`src/rtl/xlr8_clken_if.sv`:
```
`default_nettype none
// +-----------------------------------------------------------------------+
// | Module   : xlr8_clken_if                                              |
// | Purpose  : Data-memory register bus between the AVR core (master)     |
// |            and the clock-enable block (slave).                        |
// | Signals  : ramadr   [7:0] data-memory address                         |
// |            ramre          read strobe                                 |
// |            ramwe          write strobe                                |
// |            dm_sel         data-memory select, qualifies ramre/ramwe   |
// |            dbus_in  [7:0] write data (master -> slave)                |
// |            dbus_out [7:0] read data  (slave -> master)                |
// |            io_out_en      slave is driving read data                  |
// | Revision : 1.0  initial release                                       |
// +-----------------------------------------------------------------------+
interface xlr8_clken_if;
  logic [7:0] ramadr;
  logic       ramre;
  logic       ramwe;
  logic       dm_sel;
  logic [7:0] dbus_in;
  logic [7:0] dbus_out;
  logic       io_out_en;

  modport master (
    output ramadr, ramre, ramwe, dm_sel, dbus_in,
    input  dbus_out, io_out_en
  );

  modport slave (
    input  ramadr, ramre, ramwe, dm_sel, dbus_in,
    output dbus_out, io_out_en
  );
endinterface
`default_nettype wire

```
`src/rtl/xlr8_clken.sv`:
```
`default_nettype none
// +-----------------------------------------------------------------------+
// | Module   : xlr8_clken                                                 |
// | Purpose  : Generates a 1MHz and a 16MHz enable pulse from clk_cpu and |
// |            NUM_CH programmable channel enables, each firing once per  |
// |            (div+1) 1MHz periods. Registers CTRL/SEL/DIV live in data  |
// |            memory at BASE_ADDR..BASE_ADDR+2; DIV is indirect via SEL. |
// | Params   : CLOCK_SELECT 0=16MHz 1=32MHz 2=64MHz clk_cpu (3 illegal)   |
// |            NUM_CH       channel count, 1..8                           |
// |            BASE_ADDR    address of CTRL, 8'h60..8'hFD                 |
// | Ports    : clk_cpu      core clock, rising edge                       |
// |            core_rstn    asynchronous active-low reset                 |
// |            bus          register bus (slave modport)                  |
// |            en1mhz       one-cycle pulse at 1MHz                       |
// |            en16mhz      one-cycle pulse at 16MHz                      |
// |            ch_en_out    per-channel one-cycle enable pulses           |
// | Revision : 1.0  initial release                                       |
// +-----------------------------------------------------------------------+
module xlr8_clken #(
  parameter int         CLOCK_SELECT = 0,
  parameter int         NUM_CH       = 4,
  parameter logic [7:0] BASE_ADDR    = 8'hE0
) (
  input  wire               clk_cpu,
  input  wire               core_rstn,
  xlr8_clken_if.slave       bus,
  output logic              en1mhz,
  output logic              en16mhz,
  output logic [NUM_CH-1:0] ch_en_out
);

  localparam int         W         = CLOCK_SELECT + 4;
  localparam logic [7:0] ADDR_CTRL = BASE_ADDR;
  localparam logic [7:0] ADDR_SEL  = BASE_ADDR + 8'd1;
  localparam logic [7:0] ADDR_DIV  = BASE_ADDR + 8'd2;

  logic [W-1:0]            base_q, base_d;
  logic                    en1_q, en1_d;
  logic [NUM_CH-1:0]       ctrl_q, ctrl_d;
  logic [2:0]              sel_q;
  logic [NUM_CH-1:0][7:0]  div_all;
  logic [7:0]              div_rd;

  logic hit_ctrl, hit_sel, hit_div;
  logic wr_ctrl, wr_sel, wr_div;
  logic sel_valid;

  // ---------------------------------------------------------------------
  // Register decode
  // ---------------------------------------------------------------------
  assign hit_ctrl  = bus.dm_sel && (bus.ramadr == ADDR_CTRL);
  assign hit_sel   = bus.dm_sel && (bus.ramadr == ADDR_SEL);
  assign hit_div   = bus.dm_sel && (bus.ramadr == ADDR_DIV);
  assign wr_ctrl   = hit_ctrl && bus.ramwe;
  assign wr_sel    = hit_sel  && bus.ramwe;
  assign sel_valid = int'(sel_q) < NUM_CH;
  assign wr_div    = hit_div && bus.ramwe && sel_valid;

  // Next CTRL value; the channels look at it so a disabling write wins
  // over a reload happening on the same edge.
  assign ctrl_d = wr_ctrl ? bus.dbus_in[NUM_CH-1:0] : ctrl_q;

  // ---------------------------------------------------------------------
  // Base counter: 2^W cycles per 1MHz period
  // ---------------------------------------------------------------------
  always_comb begin
    base_d = base_q - W'(1);
    en1_d  = 1'b0;
    if (base_q == '0) begin
      base_d = '1;
      en1_d  = 1'b1;
    end
  end

  always_ff @(posedge clk_cpu or negedge core_rstn) begin
    if (!core_rstn) begin
      base_q <= '0;
      en1_q  <= 1'b0;
      ctrl_q <= '0;
      sel_q  <= '0;
    end else begin
      base_q <= base_d;
      en1_q  <= en1_d;
      ctrl_q <= ctrl_d;
      if (wr_sel) begin
        sel_q <= bus.dbus_in[2:0];
      end
    end
  end

  assign en1mhz = en1_q;

  // ---------------------------------------------------------------------
  // 16MHz enable: at a 16MHz core clock every cycle qualifies, so it is
  // simply "out of reset"; faster clocks decode the base counter low bits.
  // ---------------------------------------------------------------------
  if (CLOCK_SELECT == 0) begin : g_en16_const
    assign en16mhz = core_rstn;
  end else begin : g_en16_div
    logic en16_q;
    always_ff @(posedge clk_cpu or negedge core_rstn) begin
      if (!core_rstn) begin
        en16_q <= 1'b0;
      end else begin
        en16_q <= (base_q[CLOCK_SELECT-1:0] == '0);
      end
    end
    assign en16mhz = en16_q;
  end

  // ---------------------------------------------------------------------
  // Channels
  // ---------------------------------------------------------------------
  for (genvar gi = 0; gi < NUM_CH; gi++) begin : g_ch
    localparam logic [2:0] IDX = 3'(gi);

    logic [7:0] div_q;
    logic [7:0] cnt_q, cnt_d;
    logic       pulse_q, pulse_d;
    logic       run;

    // Running only while enabled now and not being disabled this edge.
    assign run = ctrl_q[gi] && ctrl_d[gi];

    always_comb begin
      cnt_d   = cnt_q;
      pulse_d = 1'b0;
      if (!run) begin
        cnt_d = '0;
      end else if (en1_q) begin
        if (cnt_q == '0) begin
          cnt_d   = div_q;   // old div value if DIV is written this edge
          pulse_d = 1'b1;
        end else begin
          cnt_d = cnt_q - 8'd1;
        end
      end
    end

    always_ff @(posedge clk_cpu or negedge core_rstn) begin
      if (!core_rstn) begin
        div_q   <= '0;
        cnt_q   <= '0;
        pulse_q <= 1'b0;
      end else begin
        cnt_q   <= cnt_d;
        pulse_q <= pulse_d;
        if (wr_div && (sel_q == IDX)) begin
          div_q <= bus.dbus_in;
        end
      end
    end

    assign div_all[gi]   = div_q;
    assign ch_en_out[gi] = pulse_q;
  end

  // ---------------------------------------------------------------------
  // Read mux (combinational)
  // ---------------------------------------------------------------------
  always_comb begin
    div_rd = '0;
    for (int i = 0; i < NUM_CH; i++) begin
      if (int'(sel_q) == i) begin
        div_rd = div_all[i];
      end
    end
  end

  always_comb begin
    bus.dbus_out  = '0;
    bus.io_out_en = 1'b0;
    if (bus.ramre) begin
      if (hit_ctrl) begin
        bus.dbus_out  = 8'(ctrl_q);
        bus.io_out_en = 1'b1;
      end else if (hit_sel) begin
        bus.dbus_out  = {5'd0, sel_q};
        bus.io_out_en = 1'b1;
      end else if (hit_div) begin
        bus.dbus_out  = div_rd;
        bus.io_out_en = 1'b1;
      end
    end
  end

endmodule
`default_nettype wire

```
`src/flat_wrapper.sv`:
```
// flat-port wrapper written by rule: the top's interface ports become plain ports
module xlr8_clken_flat 
#(
  parameter int         CLOCK_SELECT = 0,
  parameter int         NUM_CH       = 4,
  parameter logic [7:0] BASE_ADDR    = 8'hE0
)
  (clk_cpu, core_rstn, en1mhz, en16mhz, ch_en_out, bus_ramadr, bus_ramre, bus_ramwe, bus_dm_sel, bus_dbus_in, bus_dbus_out, bus_io_out_en);
  xlr8_clken_if bus_i ();
  input  wire clk_cpu;
  input  wire core_rstn;
  output logic en1mhz;
  output logic en16mhz;
  output logic [NUM_CH-1:0] ch_en_out;
  input wire logic [$bits(bus_i.ramadr)-1:0] bus_ramadr;
  input wire logic [$bits(bus_i.ramre)-1:0] bus_ramre;
  input wire logic [$bits(bus_i.ramwe)-1:0] bus_ramwe;
  input wire logic [$bits(bus_i.dm_sel)-1:0] bus_dm_sel;
  input wire logic [$bits(bus_i.dbus_in)-1:0] bus_dbus_in;
  output wire logic [$bits(bus_i.dbus_out)-1:0] bus_dbus_out;
  output wire logic [$bits(bus_i.io_out_en)-1:0] bus_io_out_en;
  assign bus_i.ramadr = bus_ramadr;
  assign bus_i.ramre = bus_ramre;
  assign bus_i.ramwe = bus_ramwe;
  assign bus_i.dm_sel = bus_dm_sel;
  assign bus_i.dbus_in = bus_dbus_in;
  assign bus_dbus_out = bus_i.dbus_out;
  assign bus_io_out_en = bus_i.io_out_en;
  xlr8_clken #(.CLOCK_SELECT(CLOCK_SELECT), .NUM_CH(NUM_CH), .BASE_ADDR(BASE_ADDR)) u_core (.clk_cpu(clk_cpu), .core_rstn(core_rstn), .bus(bus_i), .en1mhz(en1mhz), .en16mhz(en16mhz), .ch_en_out(ch_en_out));
endmodule
```
`config.mk`:
```
export PLATFORM = sky130hd
export DESIGN_NAME = xlr8_clken_flat
export DESIGN_NICKNAME = d
export VERILOG_FILES = /design/src/rtl/xlr8_clken_if.sv /design/src/rtl/xlr8_clken.sv /design/src/flat_wrapper.sv
export SDC_FILE = /design/constraint.sdc
export NUM_CORES = 1
export LEC_CHECK = 0
export CAP_MARGIN = 10
export CORE_MARGIN = 2
export CORE_UTILIZATION = 30
export CTS_BUF_LIST = sky130_fd_sc_hd__clkbuf_16
export DETAILED_ROUTE_END_ITERATION = 6
export MAX_ROUTING_LAYER = met4
export SLEW_MARGIN = 0
export SYNTH_ARGS = -nofsm -noshare
export SYNTH_HDL_FRONTEND = slang
export SYNTH_SLANG_ARGS = --single-unit
```
`constraint.sdc`:
```
create_clock -name clk_cpu -period 4.2 [get_ports clk_cpu]
set_input_delay 0.63 -clock clk_cpu [delete_from_list [all_inputs] [get_ports clk_cpu]]
set_output_delay 0.63 -clock clk_cpu [all_outputs]
set_load 0.03 [all_outputs]
```
==> impl_metrics.tcl, run 1 <==
set metrics [dict create \
    cp_cell_sequence "clkdlybuf4s50_1 > nor4b_4 > and4b_1 > nand2_1 > a221oi_1 > clkdlybuf4s50_1" \
    postCtsSetupRepairBufs 0 \
    start_util_pct 30.3 \
    rsz0062_at_grt "false" \
    min_period_ns 3.91 \
    grt_max_degree 61 \
    grt-ovfl-total 0 \
    setup_viol 0 \
    dpl.hpwl_um 7950 \
    cts_tree "built" \
    synth-edff-count 0 \
    first_iter_violations 275 \
    vias_per_cell 5.39 \
    synth_cell_type_count 62 \
    rows 45 \
    drv_cap 0 \
    antenna_found_initial 0 \
    p_int_mw 1.25 \
    pin_count 36 \
    nets 470 \
    tns_ns 0 \
    synth.avg_cell_area_um2 11.1 \
    layout_commonest_cell "dfrtp_1" \
    yosysTopAreaCell "dfrtp_1" \
    layout_common_cells "80 x dfrtp_1, 34 x clkdlybuf4s50_1, 32 x mux2_2" \
    switching_power_mw 0.348 \
    postRouteAntennaNets 0 \
    synth_flop_cell "dfrtp_1" \
    ys_seq_area_share_pct 44.0 \
    status "finished, final reports clean" \
    ys_ff_latch 80 \
    routabilityCongestion 0.835 \
    dieArea_mm2 0.0162 \
    cts_buffers 9 \
    clockRootBuffer "clkbuf_16" \
    n_antenna_cell 0 \
    p_per_area_mw_per_mm2 301 \
    worstMarginPinSlew_ns 0.771 \
    switching_share_pct 21.7 \
    die_y_um 127 \
    h-tree-depth 3 \
    hold_buffers 0 \
    insertion_delay_ns 0.33 \
    hold_ws_ns 0.185 \
    cpPeakStageDelay_ns 0.75 \
    arrival_ns 3.28 \
    syn-num-nets 440 \
    cts_num_sinks 80 \
    grtUsageTotal_pct 14.5 \
    critPathSlowestCell "clkdlybuf4s50_1" \
    final_hold_viol_count 0 \
    ys_warn_count 0 \
    cp-start-kind "input port" \
    min_path_type "input port to async pin" \
    synth-async-reset-ratio_pct 100 \
    clkPwrFrac_pct 46.7 \
    vias 3409 \
    area_delta_synth_final_pct 16.9 \
    avgRoutedWirePerCell_um 17.1 \
    fin_crit_sh_pct 93.1 \
    die_w_um 127 \
    peakVddDrop_v 0.000205 \
    fmax_ghz 0.256 \
    first_pass_iters 5 \
    clk_pin_slew_worst_paths_ns 0.06 \
    synth.area.top_cells "dfrtp_1 44%, mux2_2 7.9%, mux2_4 5.3%, mux2i_1 3.7%, a21oi_1 2.5%" \
    syn_inst 410 \
    crit_path_end_kind "primary output" \
    cp.required_ns 3.57 \
    drv_slew 0 \
    cp_common_cell "clkdlybuf4s50_1" \
    coreArea_mm2 0.0150 \
    drc 0 \
    worstPathMaxFanout 5 \
    mappedNetlistArea_mm2 0.00455 \
    slew_headroom_pct 48.6 \
    ctsResizeCount 0 \
    finalWirelength_um 10800 \
    layout-drive-gt1-share_pct 20.3 \
    path_class "input port to primary output" \
    synth_top_area_share_pct 44.0 \
    portBuffers 35 \
    grt_pass1_vias 3455 \
    comb_power_share_pct 4.6 \
    p_leak_nw 2.30 \
    p_seq_share_pct 48.7 \
    clockBufferDepth 2 \
    grt_pass1_wl_um 18100 \
    skew_ns 0.00527 \
]
[power groups by stage]
stage               sequential (mW)  combinational, mW  clock (mW)
finish                        0.780             0.0744       0.748
global route                  0.780             0.0823       0.797
CTS                           0.780             0.0761       0.768
detailed placement            0.794             0.0760           0
global placement              0.794             0.0741           0
floorplan                     0.792             0.0243           0
[metrics by stage]
stage	std cells	power (mW)	worst slack, ns	cell area [µm²]	util (%)
final	632	1.60	0.289	5320	35.4
after detailed placement	617	0.870	0.322	5040	33.6
after floorplan	410	0.816	1.39	4550	-
after global placement	617	0.868	0.421	5040	33.6
after global routing	632	1.66	0.199	5320	35.4
after CTS	632	1.62	0.302	5320	35.4
[kinds of logic (layout without fill, tap and decap cells)]
family	after synthesis	count (layout)	share of synthesized area (%)
AO/OA/AOI/OAI	84	84	12.8
XOR/XNOR	1	1	0.192
adder cells (fa/ha/maj)	9	9	2.47
buffers and inverters	35	69	3.82
flip-flops	80	80	44.0
multiplexers	68	68	17.9
AND/OR/NAND/NOR	133	133	18.9
[area by class of cell]
| cell class | count | area (µm²) |
|---|---|---|
| fillers | 1477 | 9710 |
| repair buffers | 38 | 370 |
| well taps | 188 | 235 |
| clock buffers | 9 | 225 |
| flip-flops and latches | 80 | 2000 |
| clock inverters | 6 | 52.6 |
| inverters | 16 | 60.1 |
| multi-input cells | 295 | 2380 |
[routing by layer]
metal / vias to the layer above / wire length, µm / track usage (%)
met1: 1719 / 5210 / 19.6
met4: 0 / 154 / 4.01
li1: 1598 / - / -
met3: 13 / 473 / 3.14
met5: - / 0 / -
met2: 79 / 4990 / 22.0
[synthesized netlist by cell type, types with 3 or more instances]
| cell | number |
|---|---|
| mux2i_1 | 17 |
| nor3_1 | 7 |
| dfrtp_1 | 80 |
| o31ai_1 | 5 |
| nand2b_1 | 13 |
| buf_4 | 6 |
| nor3b_1 | 4 |
| a31oi_1 | 9 |
| nor2_1 | 18 |
| a211oi_1 | 3 |
| a21oi_1 | 23 |
| clkbuf_1 | 6 |
| o21ai_0 | 9 |
| a22oi_1 | 3 |
| a221oi_1 | 6 |
| inv_1 | 15 |
| nand3_1 | 13 |
| buf_2 | 3 |
| ha_1 | 9 |
| nor2b_1 | 3 |
| o21ai_2 | 4 |
| or3b_2 | 4 |
| nand2_1 | 30 |
| mux2_4 | 16 |
| or3_1 | 6 |
| mux2_2 | 32 |
| or4b_1 | 3 |
| nand3b_1 | 5 |
| a311oi_1 | 11 |
[sequential cells by signal, summed over array words and instances (netlist names)]
name	flops
u_core.base_q	4
u_core.ctrl_q	4
u_core.en1mhz	1
u_core.g_ch.cnt_q	32
u_core.g_ch.div_q	32
u_core.g_ch.pulse_q	4
u_core.sel_q	3
[critical path, delay by kind of cell]
| kind | cells | cell delay [ns] |
|---|---|---|
| simple gates | 3 | 1.00 |
| compound gates | 1 | 0.40 |
| buf+inv | 2 | 1.25 |
[worst paths after layout]
check	endpoint	startpoint	slack, ns	cells after the start
max	bus_dbus_out[7]	bus_ramadr[3]	0.29	6
min	u_core.g_ch[0].cnt_q[2]	core_rstn	0.18	1
max reg2reg	u_core.g_ch[3].cnt_q[7]	u_core.en1mhz	1.95	5
min reg2reg	u_core.en1mhz	u_core.base_q[3]	0.49	1
max in group asynchronous	u_core.g_ch[1].cnt_q[1]	core_rstn	2.94	2
min in group clk_cpu	u_core.en1mhz	u_core.base_q[3]	0.49	1
Power figures use the tool's default switching activity.
==> run 2: changes to the inputs <==
--- a/config.mk
+++ b/config.mk
@@ -10,6 +10,7 @@
 export CORE_UTILIZATION = 30
 export CTS_BUF_LIST = sky130_fd_sc_hd__clkbuf_16
 export DETAILED_ROUTE_END_ITERATION = 6
+export GPL_ROUTABILITY_DRIVEN = 0
 export MAX_ROUTING_LAYER = met4
 export SLEW_MARGIN = 0
 export SYNTH_ARGS = -nofsm -noshare
==> impl_metrics.tcl, run 2 (synthesis gave the netlist of run 1 again) <==
set metrics [dict create \
    status "finished, final reports clean" \
    reg.largest.list "u_core.g_ch.cnt_q: 32 flops, u_core.g_ch.div_q: 32 flops" \
    insertion_delay_ns 0.33 \
    min_period_ns 3.98 \
    path_class "input port to primary output" \
    placement.cell_area_mm2 0.00504 \
    postRouteAntennaNets 0 \
    clockBufferDepth 2 \
    final_hold_viol_count 0 \
    dpl.hpwl_um 7740 \
    drv_slew 0 \
    die_w_um 127 \
    vias 3336 \
    tns_ns 0 \
    clockRootBuffer "clkbuf_16" \
    area_delta_synth_final_pct 16.4 \
    vias_per_cell 5.27 \
    drc 0 \
    start_util_pct 30.3 \
    cpPeakStageDelay_ns 0.77 \
    ctsResizeCount 0 \
    first_iter_violations 209 \
    coreArea_mm2 0.0150 \
    grt-ovfl-total 0 \
    grtUsageTotal_pct 14.3 \
    setup_ws_ns 0.219 \
    layout_common_cells "80 x dfrtp_1, 34 x clkdlybuf4s50_1, 32 x mux2_2" \
    rows 45 \
    grt_pass1_wl_um 17800 \
    worstPathMaxFanout 5 \
    min_path_type "input port to async pin" \
    portBuffers 35 \
    design_area_mm2 0.00530 \
    rsz0062_at_grt "false" \
    setup_viol 0 \
    arrival_ns 3.35 \
    fin_crit_sh_pct 94.8 \
    nFillCells 1516 \
    avgRoutedWirePerCell_um 16.6 \
    first_pass_iters 4 \
    hold_buffers 0 \
    cts_tree "built" \
    slew_headroom_pct 44.8 \
    grt_max_degree 67 \
    layout_commonest_cell "dfrtp_1" \
    cp_cell_sequence "clkdlybuf4s50_1 > nor4b_4 > and4b_1 > nand2_1 > a221oi_1 > clkdlybuf4s50_1" \
    p_per_area_mw_per_mm2 289 \
    fmax_ghz 0.251 \
    critPathSlowestCell "clkdlybuf4s50_1" \
    drv_cap 0 \
    cp_common_cell "clkdlybuf4s50_1" \
    h-tree-depth 3 \
    cp.required_ns 3.57 \
    pin_count 36 \
    nets 470 \
    layout-drive-gt1-share_pct 20.0 \
    cp-start-kind "input port" \
    cts_num_sinks 80 \
    dpl_worst_slack_ns 0.328 \
    n_antenna_cell 0 \
    clk_pin_slew_worst_paths_ns 0.06 \
    grt_pass1_vias 3445 \
    die_y_um 127 \
    dieArea_mm2 0.0162 \
    cts_buffers 9 \
    worstMarginPinSlew_ns 0.828 \
    skew_ns 0.00549 \
    finalWirelength_um 10500 \
    crit_path_end_kind "primary output" \
    postCtsSetupRepairBufs 0 \
    p_leak_nw 2.29 \
    antenna_found_initial 0 \
    peakVddDrop_v 0.000167 \
]
-- run 2: cell count changes in the layout (fill, tap and decap cells not counted), sizes merged --
| cell | delta |
|---|---|
| clkinv | +2 |
| bufinv | -1 |
-- run 2: per-stage QoR --
| step | hold WS [ns] | power, mW | cells | utilization (%) |
|---|---|---|---|---|
| CTS | 0.160 | 1.55 | 633 | 35.3 |
| detailed placement | 0.482 | 0.869 | 617 | 33.6 |
| global placement | 0.452 | 0.868 | 617 | 33.6 |
| floorplan | 0.334 | 0.816 | 410 | - |
| finish | 0.155 | 1.53 | 633 | 35.3 |
| global route | 0.152 | 1.60 | 633 | 35.3 |
-- run 2: power by group --
group	internal (mW)	switching, mW	total [mW]
Combinational	0.0302	0.0428	0.0730
Clock	0.388	0.292	0.681
Sequential	0.775	0.00534	0.780
-- run 2: cell type report --
class	instances	area (µm²)	area share (%)
well taps	188	235	4.44
clock buffers	9	225	4.25
inverters	16	60.1	1.13
multi-input cells	295	2380	44.9
flip-flops and latches	80	2000	37.8
clock inverters	7	30.0	0.567
repair buffers	38	370	6.99
-- run 2: per-layer routing --
metal | wire, µm | track usage [%]
met1 | 5250 | 19.9
met2 | 4710 | 21.3
met3 | 481 | 3.77
met4 | 80 | 3.04
met5 | 0 | -
-- run 2: path summary, 6_finish.rpt --
check | slack (ns) | cells after the start | start | endpoint
setup / recovery | 0.22 | 6 | bus_ramadr[3] | bus_dbus_out[7]
hold reg to reg | 0.49 | 1 | u_core.base_q[0] | u_core.base_q[0]
max in group asynchronous | 2.96 | 2 | core_rstn | u_core.g_ch[1].cnt_q[1]
min in group clk_cpu | 0.49 | 1 | u_core.base_q[0] | u_core.base_q[0]
setup reg to reg | 1.98 | 4 | u_core.sel_q[2] | u_core.g_ch[2].div_q[4]
hold / removal | 0.15 | 1 | core_rstn | u_core.base_q[0]
-- run 2: worst max-delay path: cells and delay by family --
family | cells | cell delay [ns]
buffers and inverters | 2 | 1.26
AND/OR/NAND/NOR | 3 | 1.02
AO/OA/AOI/OAI | 1 | 0.44
==> run 3: changes to the inputs <==
--- a/config.mk
+++ b/config.mk
@@ -7,11 +7,13 @@
 export LEC_CHECK = 0
 export CAP_MARGIN = 10
 export CORE_MARGIN = 2
-export CORE_UTILIZATION = 30
+export CORE_UTILIZATION = 63
 export CTS_BUF_LIST = sky130_fd_sc_hd__clkbuf_16
 export DETAILED_ROUTE_END_ITERATION = 6
 export GPL_ROUTABILITY_DRIVEN = 0
+export GPL_TIMING_DRIVEN = 0
 export MAX_ROUTING_LAYER = met4
+export PLACE_DENSITY = 0.85
 export SLEW_MARGIN = 0
 export SYNTH_ARGS = -nofsm -noshare
 export SYNTH_HDL_FRONTEND = slang
==> impl_metrics.tcl, run 3 (synthesis gave the netlist of run 1 again) <==
set metrics [dict create \
    clk_pin_slew_worst_paths_ns 0.06 \
    r2r_slack_ns 2.05 \
    layout_common_cells "80 x dfrtp_1, 33 x clkdlybuf4s50_1, 32 x mux2_2" \
    die_w_um 89.0 \
    slew_headroom_pct 59.6 \
    grtUsageTotal_pct 30.9 \
    clockRootBuffer "clkbuf_16" \
    rsz0062_at_grt "false" \
    cp-start-kind "input port" \
    p_per_area_mw_per_mm2 305 \
    path_class "input port to primary output" \
    r2r_cells 6 \
    grt_max_degree 53 \
    arrival_ns 3.12 \
    pin_count 36 \
    vias 3579 \
    fmax_ghz 0.267 \
    start_util_pct 65.9 \
    dieArea_mm2 0.00792 \
    worstPathMaxFanout 5 \
    coreArea_mm2 0.00691 \
    r2r_end "u_core.g_ch[1].cnt_q[2]" \
    cts_tree "built" \
    finalWirelength_um 10800 \
    dpl.hpwl_um 7640 \
    fin_crit_sh_pct 89.2 \
    grt_pass1_wl_um 17700 \
    rows 30 \
    drv_slew 0 \
    nFillCells 464 \
    design_area_mm2 0.00533 \
    die_y_um 89.0 \
    area_delta_synth_final_pct 17.0 \
    postCtsSetupRepairBufs 0 \
    setup_ws_ns 0.454 \
    insertion_delay_ns 0.34 \
    fin_util_pct 77.2 \
    layout_commonest_cell "dfrtp_1" \
    drv_cap 0 \
    grt_pass1_vias 3506 \
    p_leak_nw 2.36 \
    clockBufferDepth 2 \
    layout-drive-gt1-share_pct 21.9 \
    h-tree-depth 3 \
    dpl_worst_slack_ns 0.510 \
    placement.cell_area_mm2 0.00504 \
    status "finished, final reports clean" \
    setup_viol 0 \
    drc 0 \
    n_antenna_cell 0 \
    vias_per_cell 6.43 \
    peakVddDrop_v 0.000240 \
    portBuffers 34 \
    crit_path_end_kind "primary output" \
    cts_buffers 9 \
    antenna_found_initial 0 \
    first_iter_violations 291 \
    min_path_type "input port to async pin" \
    grt-ovfl-total 0 \
    skew_ns 0.00682 \
    reg.largest.list "u_core.g_ch.cnt_q: 32 flops, u_core.g_ch.div_q: 32 flops" \
    avgRoutedWirePerCell_um 19.4 \
    final_hold_viol_count 0 \
    cp.required_ns 3.57 \
    dp.cells 541 \
    ctsResizeCount 0 \
    cts_num_sinks 80 \
    stdcell_count 557 \
    postRouteAntennaNets 0 \
    nets 486 \
    rr_startpoint "u_core.g_ch[1].cnt_q[0]" \
    worstMarginPinSlew_ns 0.606 \
    power.total_mw 1.63 \
    first_pass_iters 6 \
    hold_buffers 0 \
    min_period_ns 3.75 \
]
-- run 3: metal layers --
layer  vias to the layer above  global-route usage, %  share of wire (%)  wire [µm]
met1                      1786                   41.0                 43       4650
met3                        23                   5.08                5.5        597
met5                         -                      -                  0          0
met4                         0                   11.0                2.5        272
li1                       1623                      -                  -          -
met2                       147                   48.4                 49       5280
-- run 3: power breakdown --
part | leakage (nW) | internal (mW) | switching (mW)
sequential | 1.09 | 0.775 | 0.00426
clock | 0.140 | 0.455 | 0.317
combinational | 1.13 | 0.0326 | 0.0440
total | 2.36 | 1.26 | 0.365
-- run 3: cell type report --
type,count,area [µm²],share of cell area [%]
Inverter,16,60.1,1.13
Multi-Input combinational cell,295,2380,44.6
Sequential cell,80,2000,37.6
Clock buffer,9,225,4.23
Timing Repair Buffer,35,365,6.86
Clock inverter,7,65.1,1.22
Tap cell,96,120,2.25
Buffer,19,114,2.14
-- run 3: critical path, stage by stage --
cell and delay, ns:
clkdlybuf4s50_1 0.50, nor4b_4 0.35, and4b_1 0.23, buf_4 0.15, nand2_1 0.13, a221oi_1 0.38, clkdlybuf4s50_1 0.75
-- run 3: worst max-delay path by stage --
stage,depth (start not counted),end,startpoint
5_1_grt,7,bus_dbus_out[6],bus_ramadr[3]
3_5_place_dp,7,bus_dbus_out[6],bus_ramadr[3]
4_1_cts,7,bus_dbus_out[6],bus_ramadr[3]
3_3_place_gp,3,en16mhz,core_rstn
6_report,7,bus_dbus_out[6],bus_ramadr[3]
2_1_floorplan,6,bus_dbus_out[4],bus_ramadr[4]
-- run 3: through the flow --
step / TNS [ns] / hold WS, ns
2_1_floorplan: 0 / 0.334
3_3_place_gp: -28.53 / 0.454
3_5_place_dp: 0 / 0.464
4_1_cts: 0 / 0.238
5_1_grt: 0 / 0.262
6_report: 0 / 0.221
